`config.mk`:
```
export PLATFORM = sky130hd
export DESIGN_NAME = uart_tx_flat
export DESIGN_NICKNAME = d
export VERILOG_FILES = /design/src/rtl/uart_pkg.sv /design/src/rtl/uart_tx_if.sv /design/src/rtl/uart_tx_fifo.sv /design/src/rtl/uart_tx.sv /design/src/flat_wrapper.sv
export SDC_FILE = /design/constraint.sdc
export NUM_CORES = 1
export LEC_CHECK = 0
export CAP_MARGIN = 0
export CORE_UTILIZATION = 40
export DETAILED_ROUTE_END_ITERATION = 16
export PLACE_DENSITY_LB_ADDON = 0.3
export SETUP_SLACK_MARGIN = 0.15
export SLEW_MARGIN = 20
export SYNTH_ARGS = -nofsm -noshare
export SYNTH_HDL_FRONTEND = slang
export SYNTH_HIERARCHICAL = 1
export SYNTH_SLANG_ARGS = --single-unit
```
`constraint.sdc`:
```
create_clock -name clk -period 6.23 [get_ports clk]
set_input_delay 1.246 -clock clk [delete_from_list [all_inputs] [get_ports clk]]
set_output_delay 1.246 -clock clk [all_outputs]
set_load 0.1 [all_outputs]
```
`src/rtl/uart_pkg.sv`:
```
// uart_pkg: UART types and helpers shared by the transmit and receive sides.
// UART_TX_PARITY_EN adds the PARITY state to the transmit FSM.
package uart_pkg;

    localparam int UART_DATA_BITS = 8;

    typedef enum logic [2:0] {
        S_IDLE,
        S_START,
        S_DATA,
`ifdef UART_TX_PARITY_EN
        S_PARITY,
`endif
        S_STOP
    } uart_tx_state_t;

    function automatic int clks_per_bit(
        input int clk_freq,
        input int baud_rate
    );
        return clk_freq / baud_rate;
    endfunction

endpackage

```
`src/rtl/uart_tx_if.sv`:
```
// uart_tx_if: byte valid/ready handshake into the UART transmitter.
// Not affected by UART_TX_PARITY_EN.
interface uart_tx_if;
    import uart_pkg::*;

    logic [UART_DATA_BITS-1:0] in_data;
    logic                      in_valid;
    logic                      in_ready;

    modport master (
        output in_data,
        output in_valid,
        input  in_ready
    );

    modport slave (
        input  in_data,
        input  in_valid,
        output in_ready
    );

endinterface

```
`src/rtl/uart_tx_fifo.sv`:
```
// uart_tx_fifo: DEPTH x 8 synchronous byte FIFO, reset flushes it.
// Not affected by UART_TX_PARITY_EN.
module uart_tx_fifo
    import uart_pkg::*;
#(
    parameter int DEPTH = 4
) (
    input  logic                      clk,
    input  logic                      rst,
    input  logic                      push,
    input  logic                      pop,
    input  logic [UART_DATA_BITS-1:0] wdata,
    output logic [UART_DATA_BITS-1:0] rdata,
    output logic                      full,
    output logic                      empty,
    output logic [$clog2(DEPTH):0]    count
);

    localparam int AW = $clog2(DEPTH);
    localparam logic [AW:0] CNT_FULL = (AW+1)'(DEPTH);

    logic [UART_DATA_BITS-1:0] mem_q [DEPTH];
    logic [AW-1:0] wptr_q, wptr_d;
    logic [AW-1:0] rptr_q, rptr_d;
    logic [AW:0]   count_q, count_d;
    logic          do_push, do_pop;

    assign full    = count_q == CNT_FULL;
    assign empty   = count_q == '0;
    assign count   = count_q;
    assign rdata   = mem_q[rptr_q];
    assign do_push = push & ~full;
    assign do_pop  = pop & ~empty;

    always_comb begin
        wptr_d  = wptr_q;
        rptr_d  = rptr_q;
        count_d = count_q;
        if (do_push) wptr_d = wptr_q + 1'b1;
        if (do_pop)  rptr_d = rptr_q + 1'b1;
        if (do_push && !do_pop) count_d = count_q + 1'b1;
        if (!do_push && do_pop) count_d = count_q - 1'b1;
    end

    always_ff @(posedge clk) begin
        if (rst) begin
            wptr_q  <= '0;
            rptr_q  <= '0;
            count_q <= '0;
        end else begin
            wptr_q  <= wptr_d;
            rptr_q  <= rptr_d;
            count_q <= count_d;
        end
    end

    always_ff @(posedge clk) begin
        if (do_push) mem_q[wptr_q] <= wdata;
    end

endmodule

```
`src/rtl/uart_tx.sv`:
```
// uart_tx: FIFO-buffered 8-N-1 UART transmitter, LSB first, idle high.
// Define UART_TX_PARITY_EN for 8-E-1 frames (even parity bit after data).
module uart_tx
    import uart_pkg::*;
#(
    parameter int CLK_FREQ   = 100000000,
    parameter int BAUD_RATE  = 6250000,
    parameter int FIFO_DEPTH = 4
) (
    input  logic      clk,
    input  logic      rst,
    uart_tx_if.slave  in_if,
    output logic      tx,
    output logic      busy
);

    localparam int CPB = clks_per_bit(CLK_FREQ, BAUD_RATE);
    localparam int CW  = $clog2(CPB);
    localparam int LW  = $clog2(FIFO_DEPTH);
    localparam logic [CW-1:0] CNT_LAST = CW'(CPB - 1);
    localparam logic [2:0]    IDX_LAST = 3'(UART_DATA_BITS - 1);

    if (CPB < 2) begin : g_cpb_chk
        $error("uart_tx: CLKS_PER_BIT must be >= 2");
    end
    if (FIFO_DEPTH < 2 || (FIFO_DEPTH & (FIFO_DEPTH - 1)) != 0) begin : g_depth_chk
        $error("uart_tx: FIFO_DEPTH must be a power of two >= 2");
    end

    uart_tx_state_t state_q, state_d;
    logic [CW-1:0] cnt_q, cnt_d;
    logic [2:0]    idx_q, idx_d;
    logic [UART_DATA_BITS-1:0] shift_q, shift_d;
    logic [UART_DATA_BITS-1:0] head;
    logic tx_q, tx_d;
    logic busy_q, busy_d;
    logic rdy_q;
    logic push, pop, load, full, empty, bit_end;
    logic [LW:0] count, level_d;
`ifdef UART_TX_PARITY_EN
    logic par_q, par_d;
`endif

    assign in_if.in_ready = rdy_q & ~full;
    assign push    = in_if.in_valid & in_if.in_ready;
    assign bit_end = cnt_q == CNT_LAST;
    assign tx      = tx_q;
    assign busy    = busy_q;

    uart_tx_fifo #(
        .DEPTH (FIFO_DEPTH)
    ) u_fifo (
        .clk   (clk),
        .rst   (rst),
        .push  (push),
        .pop   (pop),
        .wdata (in_if.in_data),
        .rdata (head),
        .full  (full),
        .empty (empty),
        .count (count)
    );

    always_comb begin
        state_d = state_q;
        cnt_d   = cnt_q;
        idx_d   = idx_q;
        shift_d = shift_q;
        load    = 1'b0;
        pop     = 1'b0;
        tx_d    = 1'b1;
`ifdef UART_TX_PARITY_EN
        par_d   = par_q;
`endif
        unique case (state_q)
            S_IDLE: load = ~empty;
            S_START: begin
                tx_d = 1'b0;
                cnt_d = bit_end ? '0 : cnt_q + 1'b1;
                if (bit_end) state_d = S_DATA;
            end
            S_DATA: begin
                tx_d = shift_q[0];
                cnt_d = bit_end ? '0 : cnt_q + 1'b1;
                if (bit_end) begin
                    shift_d = shift_q >> 1;
                    idx_d   = idx_q + 1'b1;
`ifdef UART_TX_PARITY_EN
                    if (idx_q == IDX_LAST) state_d = S_PARITY;
`else
                    if (idx_q == IDX_LAST) state_d = S_STOP;
`endif
                end
            end
`ifdef UART_TX_PARITY_EN
            S_PARITY: begin
                tx_d = par_q;
                cnt_d = bit_end ? '0 : cnt_q + 1'b1;
                if (bit_end) state_d = S_STOP;
            end
`endif
            S_STOP: begin
                cnt_d = bit_end ? '0 : cnt_q + 1'b1;
                if (bit_end) begin
                    state_d = S_IDLE;
                    load    = ~empty;
                end
            end
            default: state_d = S_IDLE;
        endcase
        // Shared pop path: IDLE start and gapless STOP-to-START chaining
        if (load) begin
            pop     = 1'b1;
            shift_d = head;
            idx_d   = '0;
            cnt_d   = '0;
            state_d = S_START;
`ifdef UART_TX_PARITY_EN
            par_d   = ^head;
`endif
        end
        level_d = count + (LW+1)'(push) - (LW+1)'(pop);
        busy_d  = (state_d != S_IDLE) || (level_d != '0);
    end

    always_ff @(posedge clk) begin
        if (rst) begin
            state_q <= S_IDLE;
            cnt_q   <= '0;
            idx_q   <= '0;
            shift_q <= '0;
            tx_q    <= 1'b1;
            busy_q  <= 1'b0;
            rdy_q   <= 1'b0;
`ifdef UART_TX_PARITY_EN
            par_q   <= 1'b0;
`endif
        end else begin
            state_q <= state_d;
            cnt_q   <= cnt_d;
            idx_q   <= idx_d;
            shift_q <= shift_d;
            tx_q    <= tx_d;
            busy_q  <= busy_d;
            rdy_q   <= 1'b1;
`ifdef UART_TX_PARITY_EN
            par_q   <= par_d;
`endif
        end
    end

endmodule

```
`src/flat_wrapper.sv`:
```
// flat-port wrapper written by rule: the top's interface ports become plain ports
module uart_tx_flat import uart_pkg::*;
#(
    parameter int CLK_FREQ   = 100000000,
    parameter int BAUD_RATE  = 6250000,
    parameter int FIFO_DEPTH = 4
)
  (clk, rst, tx, busy, in_if_in_data, in_if_in_valid, in_if_in_ready);
  uart_tx_if in_if_i ();
  input  logic clk;
  input  logic rst;
  output logic tx;
  output logic busy;
  input wire logic [$bits(in_if_i.in_data)-1:0] in_if_in_data;
  input wire logic [$bits(in_if_i.in_valid)-1:0] in_if_in_valid;
  output wire logic [$bits(in_if_i.in_ready)-1:0] in_if_in_ready;
  assign in_if_i.in_data = in_if_in_data;
  assign in_if_i.in_valid = in_if_in_valid;
  assign in_if_in_ready = in_if_i.in_ready;
  uart_tx #(.CLK_FREQ(CLK_FREQ), .BAUD_RATE(BAUD_RATE), .FIFO_DEPTH(FIFO_DEPTH)) u_core (.clk(clk), .rst(rst), .in_if(in_if_i), .tx(tx), .busy(busy));
endmodule
```
======== Word level (Yosys, flattened, before mapping) ========
Memories as Yosys holds them, arrays and structs flattened. A register that Yosys moved wholly into a read port is not among the register bits.
Cells that the tools add are included.
word-level totals
  memories kept ........................... 1
  bits in writable memories ............... 32
  flip-flop bits (word level) ............. 28
  output and inout bits ................... 3
cells by class
  multiplexer cells ....................... 21
  equality and inequality tests ........... 6
  $add $sub $neg .......................... 8
  bitwise gates (word level) .............. 6
  reduce and logical (&&, ||, !) cells .... 16
memory list
  name                 words  width  rd ports  clocked after memory_dff  write ports  RTL line            source
  u_core.u_fifo.mem_q  4      8      1         1                         1            uart_tx_fifo.sv:22  logic [UART_DATA_BITS-1:0] mem_q [DEPTH];
operators with widths
  kind                                                                 count
  8-bit two-way mux                                                    3
  3-bit two-way mux                                                    7
  3-bit one-hot mux with 4 select lines                                1
  3-bit by 1-bit adder with 3-bit output (second input constant)       2
  3-bit by 2-bit == test with 1-bit output (second input constant)     2
  3-bit == test (second input constant)                                2
  3-bit zero test                                                      2
  2-bit nonzero test                                                   3
  3-bit nonzero test                                                   2
  1-bit two-way mux                                                    5
  2-bit by 1-bit adder with 2-bit output (second input constant)       2
  4-bit by 1-bit adder with 4-bit output (second input constant)       1
  1-bit AND                                                            4
  4-bit == test (second input constant)                                1
  2-bit two-way mux                                                    2
  4-bit two-way mux                                                    1
  1-bit one-hot mux with 2 select lines                                2
  2-bit AND reduction                                                  2
  3-bit by 1-bit adder with 3-bit output                               1
  3-bit by 1-bit == test with 1-bit output (second input constant)     1
  3-bit OR reduction                                                   1
  3-bit by 1-bit subtractor with 3-bit output                          1
  3-bit by 1-bit subtractor with 3-bit output (second input constant)  1
  1-bit logical AND                                                    2
  4 further kinds                                                      6

======== Depth between registers and ports, before layout ========
Gate-level depths: netlist of run 1.
  word-level depth ........................ 10
  mapped depth ............................ 12
  mapped depth without buffers ............ 12

======== By module ========
The synthesis of run 1 kept the hierarchy.
modules (own cells, without submodules)
  module        times used  cells each  area an instance (µm²)
  uart_tx_fifo  1           96          1635.3
  uart_tx       1           114         1032.2

======== Worst setup path after synthesis of run 1 ========
Ideal clock, no wire load.
  kind .................................... register to register
  from .................................... reg u_core.u_fifo.count_q[1] (netlist: u_core/u_fifo/count[1])
  to ...................................... reg u_core.u_fifo.count_q[2] (netlist: u_core/u_fifo/count[2])
  arrival ................................. 3.482 ns
  cell stages (with the launch flop) ...... 13
  buffers on the path ..................... 0
  clock period less this slack ............ 3.552 ns
  slack ................................... 2.678 ns
  path through ............................ dfxtp_1 nor3b_2 nor2b_1 and2_1 inv_1 nor2_1 inv_1 ha_1 inv_1 fa_1 xor2_1 or3_1 a21oi_1
on the way
  elaborated cells between the ends (all ways) .. 20
RTL lines
  what                                                     RTL line            source
  start: declaration                                       uart_tx_fifo.sv:25  logic [AW:0] count_q, count_d;
  start signal: assignment                                 uart_tx_fifo.sv:53  count_q <= count_d;
  3-bit == test *                                          uart_tx_fifo.sv:28  assign full = count_q == CNT_FULL;
  net u_core.full                                          uart_tx.sv:38       logic push, pop, load, full, empty, bit_end;
  1-bit inverter *                                         uart_tx.sv:44       assign in_if.in_ready = rdy_q & ~full;
  1-bit AND *                                              uart_tx.sv:44
  net in_if_in_ready                                       flat_wrapper.sv:16  output wire logic [$bits(in_if_i.in_ready)-1:0] in_if_in_ready;
  1-bit AND *                                              uart_tx.sv:45       assign push = in_if.in_valid & in_if.in_ready;
  net u_core.push                                          uart_tx.sv:38
  1-bit AND *                                              uart_tx_fifo.sv:32  assign do_push = push & ~full;
  1-bit zero test                                          uart_tx_fifo.sv:42  if (!do_push && do_pop) count_d = count_q - 1'b1;
  1-bit logical AND                                        uart_tx_fifo.sv:42
  3-bit two-way mux or 2-bit nonzero test (tied branches)  --
Mark *: on every way through the listed nets, which the timed path passes. The rest lies on a longest branch. The select of a mux whose other input is x is not followed.
A chain may end at the register's enable or synchronous reset.

======== Worst setup path in the final report of run 1 ========
  from .................................... reg u_core.u_fifo.count_q[1] (netlist: u_core/u_fifo/count[1])
  to ...................................... out in_if_in_ready
on the way
  cells in the longest elaborated chain, start to end .. 3
RTL lines
  what              RTL line
  3-bit == test     uart_tx_fifo.sv:28
  net u_core.full   uart_tx.sv:38
  1-bit inverter    uart_tx.sv:44
  1-bit AND         uart_tx.sv:44
  end: declaration  flat_wrapper.sv:16
The timed path passes the listed nets, and every way through them passes these cells.

==> run metrics, run 1 <==
CTS tree yes; Slew headroom 35.92%; Yosys warnings 6; clk_skew 0.006301 ns; hold_buf cts 0; TNS Setup 0 ns; Post-Syn Area 2668 um^2; Post-DP HPWL 2773 um; most area-consuming cells after synthesis edfxtp_1 36%, dfxtp_1 23%, mux4_2 6.8%; fin nets 248; num ports 14; top-area cell type share of the netlist area 36.02%; Worst VDD drop 0.1765 mV; Clock Latency Late Sink 0.33 ns; RSZ-0062 raised after global routing no; H-tree depth 3; GR Util All Layers 12.91%; type of element capturing the critical path output port; min Tclk post-route 3.489 ns; Wirelength per Cell 13.27 um; Buf+Inv Stages, Crit Path 1; core area 6386 um^2; GPL Wtd Cong 0.6936; Synth area leader edfxtp_1; library cells used by synthesis 36; # rows 29; Final Cycle Share 56.00%; status finished, final reports clean; diode count 0; CTS Sinks 62; most frequent cells in the layout 32 x edfxtp_1, 30 x dfxtp_1, 19 x a21oi_1; final wirelength 4086 um; largest net degree at the start of global routing 19; Worst Hold Class register to register; Static Leak 1.105 nW; Peak Freq 286.6 MHz; Cells after Synth 210; sequential share of the synthesized area 58.54%; endpoints failing setup 0; clk root buf clkbuf_8; area delta synth->final 13.56%; Worst Path Arrival 2.24 ns; Yosys reg bits 62; Post-Syn Nets 232; Crit Path Max Fanout 7; Detail Route Antenna Nets 0; Max Root-Sink Buffers 2; vias in the first global route 1455; Die H 83.67 um; die area 7000 um^2; DRT iter0 DRCs 71; routed vias 1543; total of max-cap violations 0; I/O Buffers 13; Clk pin slew, worst setup/hold paths 0.06 ns; Critical Path Source Type register; average cell area after synthesis 12.70 um^2; vias per inst 5.010; DRC viols 0; Slew Viols, Final 0; Top delay family on crit path buffers and inverters; initial core utilization 41.77%; total CTS buffers 9; Post-DP Area 2839 um^2; CP Class register to output port; layout cells sized above 1 12.55%; first-pass GRT wire length 6837 um; pwr dens 287.9 nW/um^2; crit-path cells nor3b_2, nor2b_1, clkdlybuf4s50_1; final core utilization 47.43%; Design Area, Final 3029 um^2; CP max stage cell clkdlybuf4s50_1; initial antenna violation count 0; delay of the slowest critical-path stage 1.15 ns; Worst Path Required 4.98 ns; Pre-antenna DRT Iters 4; measured slew at the worst slew-check pin 0.9582 ns; endpoints failing hold 0; post-CTS setup repair buffer count 0; commonest non-fill, non-tap cell in the layout edfxtp_1; die width 83.67 um; CTS resizes 0; Overflow after GRT 0
[stage by stage]
step	total power [W]	worst slack (ns)	hold slack (ns)	instances
3_3_place_gp	0.0005495	2.946	0.4469	292
2_1_floorplan	0.0005283	2.678	0.4371	210
4_1_cts	0.0008839	2.730	0.4639	308
3_5_place_dp	0.0005510	2.884	0.4551	292
5_1_grt	0.0009139	2.619	0.4999	308
6_report	0.0008720	2.741	0.4589	308
[area by class of cell]
| type | instances | area (um^2) |
|---|---|---|
| fill | 582 | 3357 |
| sequential | 62 | 1562 |
| multi-input combinational | 129 | 1010 |
| timing repair buffer | 13 | 130.1 |
| clock buffer | 10 | 127.6 |
| tap | 77 | 96.34 |
| clock inverter | 6 | 62.56 |
| inverter | 11 | 41.29 |
[state kept, by name, summed over array words and instances (netlist names), named ones only]
signal	count
u_core/u_fifo/mem_q	32
u_core/shift_q	8
u_core/cnt_q	4
u_core/idx_q	3
u_core/state_q	3
u_core/u_fifo/count	3
u_core/u_fifo/rptr_q	2
u_core/u_fifo/wptr_q	2
u_core/busy	1
u_core/rdy_q	1
u_core/tx	1
[routing by layer]
metal,routed length (um),global-route usage (%)
met5,0,0
met4,46,5.085
met3,189,5.341
met2,2123,21.80
met1,1727,14.46
[kinds of logic (layout without fill, tap and decap cells)]
| family | Yosys count | count (layout) | synth area share, % |
|---|---|---|---|
| and+or+nand+nor | 54 | 54 | 10.79 |
| DFF | 62 | 62 | 58.54 |
| xor gates and xnor gates | 7 | 7 | 2.298 |
| AOI/OAI and AO/OA | 39 | 39 | 8.771 |
| adders and majority gates | 11 | 11 | 5.722 |
| buffers and inverters | 19 | 40 | 3.612 |
| other | 1 | 1 | 0.1406 |
| muxes | 17 | 17 | 10.13 |
[Yosys cell counts]
master / n
a31oi_4: 1
inv_1: 11
o31ai_2: 1
conb_1: 1
and4_4: 1
buf_1: 2
mux4_2: 8
nor4_2: 1
and3_1: 1
nand3_2: 1
a21oi_1: 19
nor3_1: 2
o21bai_1: 1
o2bb2ai_1: 1
nand2_1: 13
xnor2_1: 1
ha_1: 9
and2_1: 5
or3_1: 5
fa_1: 2
mux2i_1: 9
xor2_1: 6
buf_4: 2
a31oi_1: 3
buf_6: 2
nand2b_1: 5
nor2b_1: 1
edfxtp_1: 32
nor3_2: 1
nor3b_2: 1
o21ba_1: 1
buf_2: 2
nor2_1: 15
dfxtp_1: 30
o21ai_0: 12
nand3_1: 2
[path summary, 6_finish.rpt]
kind | from | to | slack [ns] | cells past startpoint
min reg2reg | u_core/idx_q[2] | u_core/idx_q[2] | 0.46 | 2
max reg2reg | u_core/cnt_q[0] | u_core/u_fifo/count[2] | 3.38 | 12
min | u_core/idx_q[2] | u_core/idx_q[2] | 0.46 | 2
max | u_core/u_fifo/count[1] | in_if_in_ready | 2.74 | 3
[worst register-to-register path: cells and delay by family (launching register included)]
kind,cells,cell delay (ns)
compound gates,3,0.47
xor+xnor,1,0.17
fa+ha+maj,3,0.79
buf+inv,3,0.35
flops,1,0.40
simple gates,2,0.62
[power by group]
group / leakage (nW) / switching [W] / internal (W) / total (W)
Sequential: 0.535 / 0.0000121 / 0.000445 / 0.000457
Combinational: 0.481 / 0.0000503 / 0.0000338 / 0.0000841
Clock: 0.0899 / 0.000148 / 0.000183 / 0.000331
Total: 1.11 / 0.000210 / 0.000662 / 0.000872
No activity file was read; power rests on OpenSTA's default activity.
==> run 2, diff against run 1 <==
clock period = 2.9 ns   (was 6.23 ns; I/O delays follow)
==> run 2 against run 1 <==
- core utilization up 0.74 points
- die area unchanged
- critical path depth up 9
- cell count up 1.3%
- sequential power up 110%
- critical endpoint is now u_core/u_fifo/count[2]
==> run metrics, run 2 (synthesis results as in run 1) <==
status finished, final reports clean; Crit Path Max Fanout 7 (unchanged); GR Util All Layers 13.53% (+0.62 points); clk root buf clkbuf_8; Detail Route Antenna Nets 0 (unchanged); final core utilization 48.18% (+0.74 points); TNS Setup 0 ns (unchanged); Final Cycle Share 87.85%; most frequent cells in the layout 32 x edfxtp_1, 28 x dfxtp_1, 19 x a21oi_1; switching pwr 0.0004839 W (+130%); pwr dens 622.4 nW/um^2 (+120%); RSZ-0062 raised after global routing no; die width 83.67 um (unchanged); final wirelength 4242 um (+3.8%); layout cells sized above 1 17.45% (+4.9 points); Clock Latency Late Sink 0.34 ns (about the same); vias in the first global route 1518 (+4.3%); Die H 83.67 um (unchanged); first-pass GRT wire length 7107 um (+3.9%); Critical Path Source Type register; total CTS buffers 9 (unchanged); Worst Path Arrival 2.82 ns (+0.58 ns); routed vias 1570 (+1.7%); Worst VDD drop 0.3893 mV (+120%); CTS Sinks 62 (unchanged); num ports 14 (unchanged); Int Pwr 0.001431 W (+120%); DRT iter0 DRCs 35 (-51%); Max Root-Sink Buffers 2 (unchanged); Slew headroom 63.58% (+28 points); max reg flops 32 (unchanged); CTS tree yes; DRC viols 0 (unchanged); Worst Hold Class register to register; min Tclk post-route 2.548 ns; commonest non-fill, non-tap cell in the layout edfxtp_1; total of max-cap violations 0 (unchanged); type of element capturing the critical path register; Worst Path Required 3.17 ns (-1.81 ns); I/O Buffers 13 (unchanged); diode count 0 (unchanged); core area 6386 um^2 (unchanged); vias per inst 5.032 (+0.45%); Post-DP HPWL 2836 um (+2.2%); initial antenna violation count 0 (unchanged); switching share of power 25.27% (+1.2 points); Static Leak 1.136 nW (+2.8%); H-tree depth 3 (unchanged); share of power burned in registers 51.2% (-1.2 points); # rows 29 (unchanged); Wirelength per Cell 13.60 um (+2.5%); combinational power share 9.8% (+0.2 points); Clock power frac 38.9% (+0.9 points); endpoints failing hold 0 (unchanged); largest net degree at the start of global routing 18 (-1); CP Class register to register; Top Registers u_core/u_fifo/mem_q x32, u_core/shift_q x8, u_core/cnt_q x4; area delta synth->final 15.34%; die area 7000 um^2 (unchanged); Largest Register u_core/u_fifo/mem_q; GPL Wtd Cong 0.7138 (+2.9%); fin nets 252 (+1.6%); Slew Viols, Final 0 (unchanged); initial core utilization 41.77% (unchanged); Pre-antenna DRT Iters 4 (unchanged); Overflow after GRT 0 (unchanged); measured slew at the worst slew-check pin 0.5455 ns (-0.4127 ns); fillers 600 (+3.1%); hold_buf cts 0 (unchanged); Peak Freq 392.5 MHz; endpoints failing setup 0 (unchanged); reg-to-reg slack, setup 0.35 ns (-3.03 ns); Clk pin slew, worst setup/hold paths 0.07 ns (about the same); clk_skew 0.005216 ns (-0.001085 ns)
run 2: cell count changes in the layout (fill, tap and decap cells not counted), moves of 2 or more:
cell	previous run	this run
buf_4	0	7
clkdlybuf4s50_1	13	10
clkinvlp_4	2	0
dfxtp_1	30	28
dfxtp_2	0	2
inv_6	0	2
run 2: power by group through the flow:
stage	combinational, W	clock [W]	sequential [W]
finish	0.000189	0.000746	0.000981
global route	0.000210	0.000816	0.000985
CTS	0.000191	0.000768	0.000980
detailed placement	0.000190	0	0.00100
global placement	0.000186	0	0.000999
floorplan	0.000118	0	0.00102
run 2: final timing paths:
kind | cells past startpoint | from | end
min reg2reg | 2 | u_core/idx_q[1] | u_core/idx_q[1]
min | 2 | u_core/idx_q[1] | u_core/idx_q[1]
max | 12 | u_core/u_fifo/count[1] | u_core/u_fifo/count[2]
max reg2reg | 12 | u_core/u_fifo/count[1] | u_core/u_fifo/count[2]
run 2: final cells by class:
type	instances	area [um^2]	share of cell area (%)
clock buffers	9	123.9	4.026
flip-flops and latches	62	1564	50.83
inverters	11	41.29	1.342
well taps	77	96.34	3.131
repair buffers	17	152.6	4.961
multi-input cells	129	1026	33.35
clock inverters	7	72.57	2.359
run 2: stage by stage:
| stage | cells | setup WS (ns) | cell area, um^2 | total power (W) | hold WS [ns] |
|---|---|---|---|---|---|
| after global routing | 312 | 0.1426 | 3077 | 0.002011 | 0.4774 |
| final | 312 | 0.3525 | 3077 | 0.001915 | 0.4626 |
| after global placement | 295 | 0.2817 | 2861 | 0.001185 | 0.4480 |
| after detailed placement | 295 | 0.2180 | 2861 | 0.001190 | 0.4527 |
| after CTS | 311 | 0.2706 | 3058 | 0.001938 | 0.4622 |
| after floorplan | 210 | 0.2579 | 2675 | 0.001136 | 0.4371 |
run 2: repair_timing:
action                     in CTS  in global routing
gates resized for setup         0                  5
setup buffers                   0                  1
setup endpoints to repair       0                  2
run 2: per-layer routing:
layer,routed length [um],vias up,track usage (%)
li1,-,798,-
met1,1932,742,15.32
met2,2078,24,22.69
met3,162,6,5.440
met4,68,0,5.547
met5,0,-,0
run 2: critical path, stage by stage (launching register included):
cell,delay (ns)
dfxtp_1,0.53
nor3_2,0.15
nor4_2,0.26
a31oi_4,0.06
inv_2,0.10
o31ai_2,0.08
inv_1,0.08
ha_1,0.17
inv_1,0.06
fa_1,0.38
xor2_1,0.16
or3_1,0.31
a21oi_1,0.14
==> run 3, diff against run 2 <==
CTS_CLUSTER_DIAMETER = 200   (was unset)
SKIP_LAST_GASP = 1   (was unset)
==> results of run 3 <==
No change in the layout: final DEF, timing and power equal those of run 2.
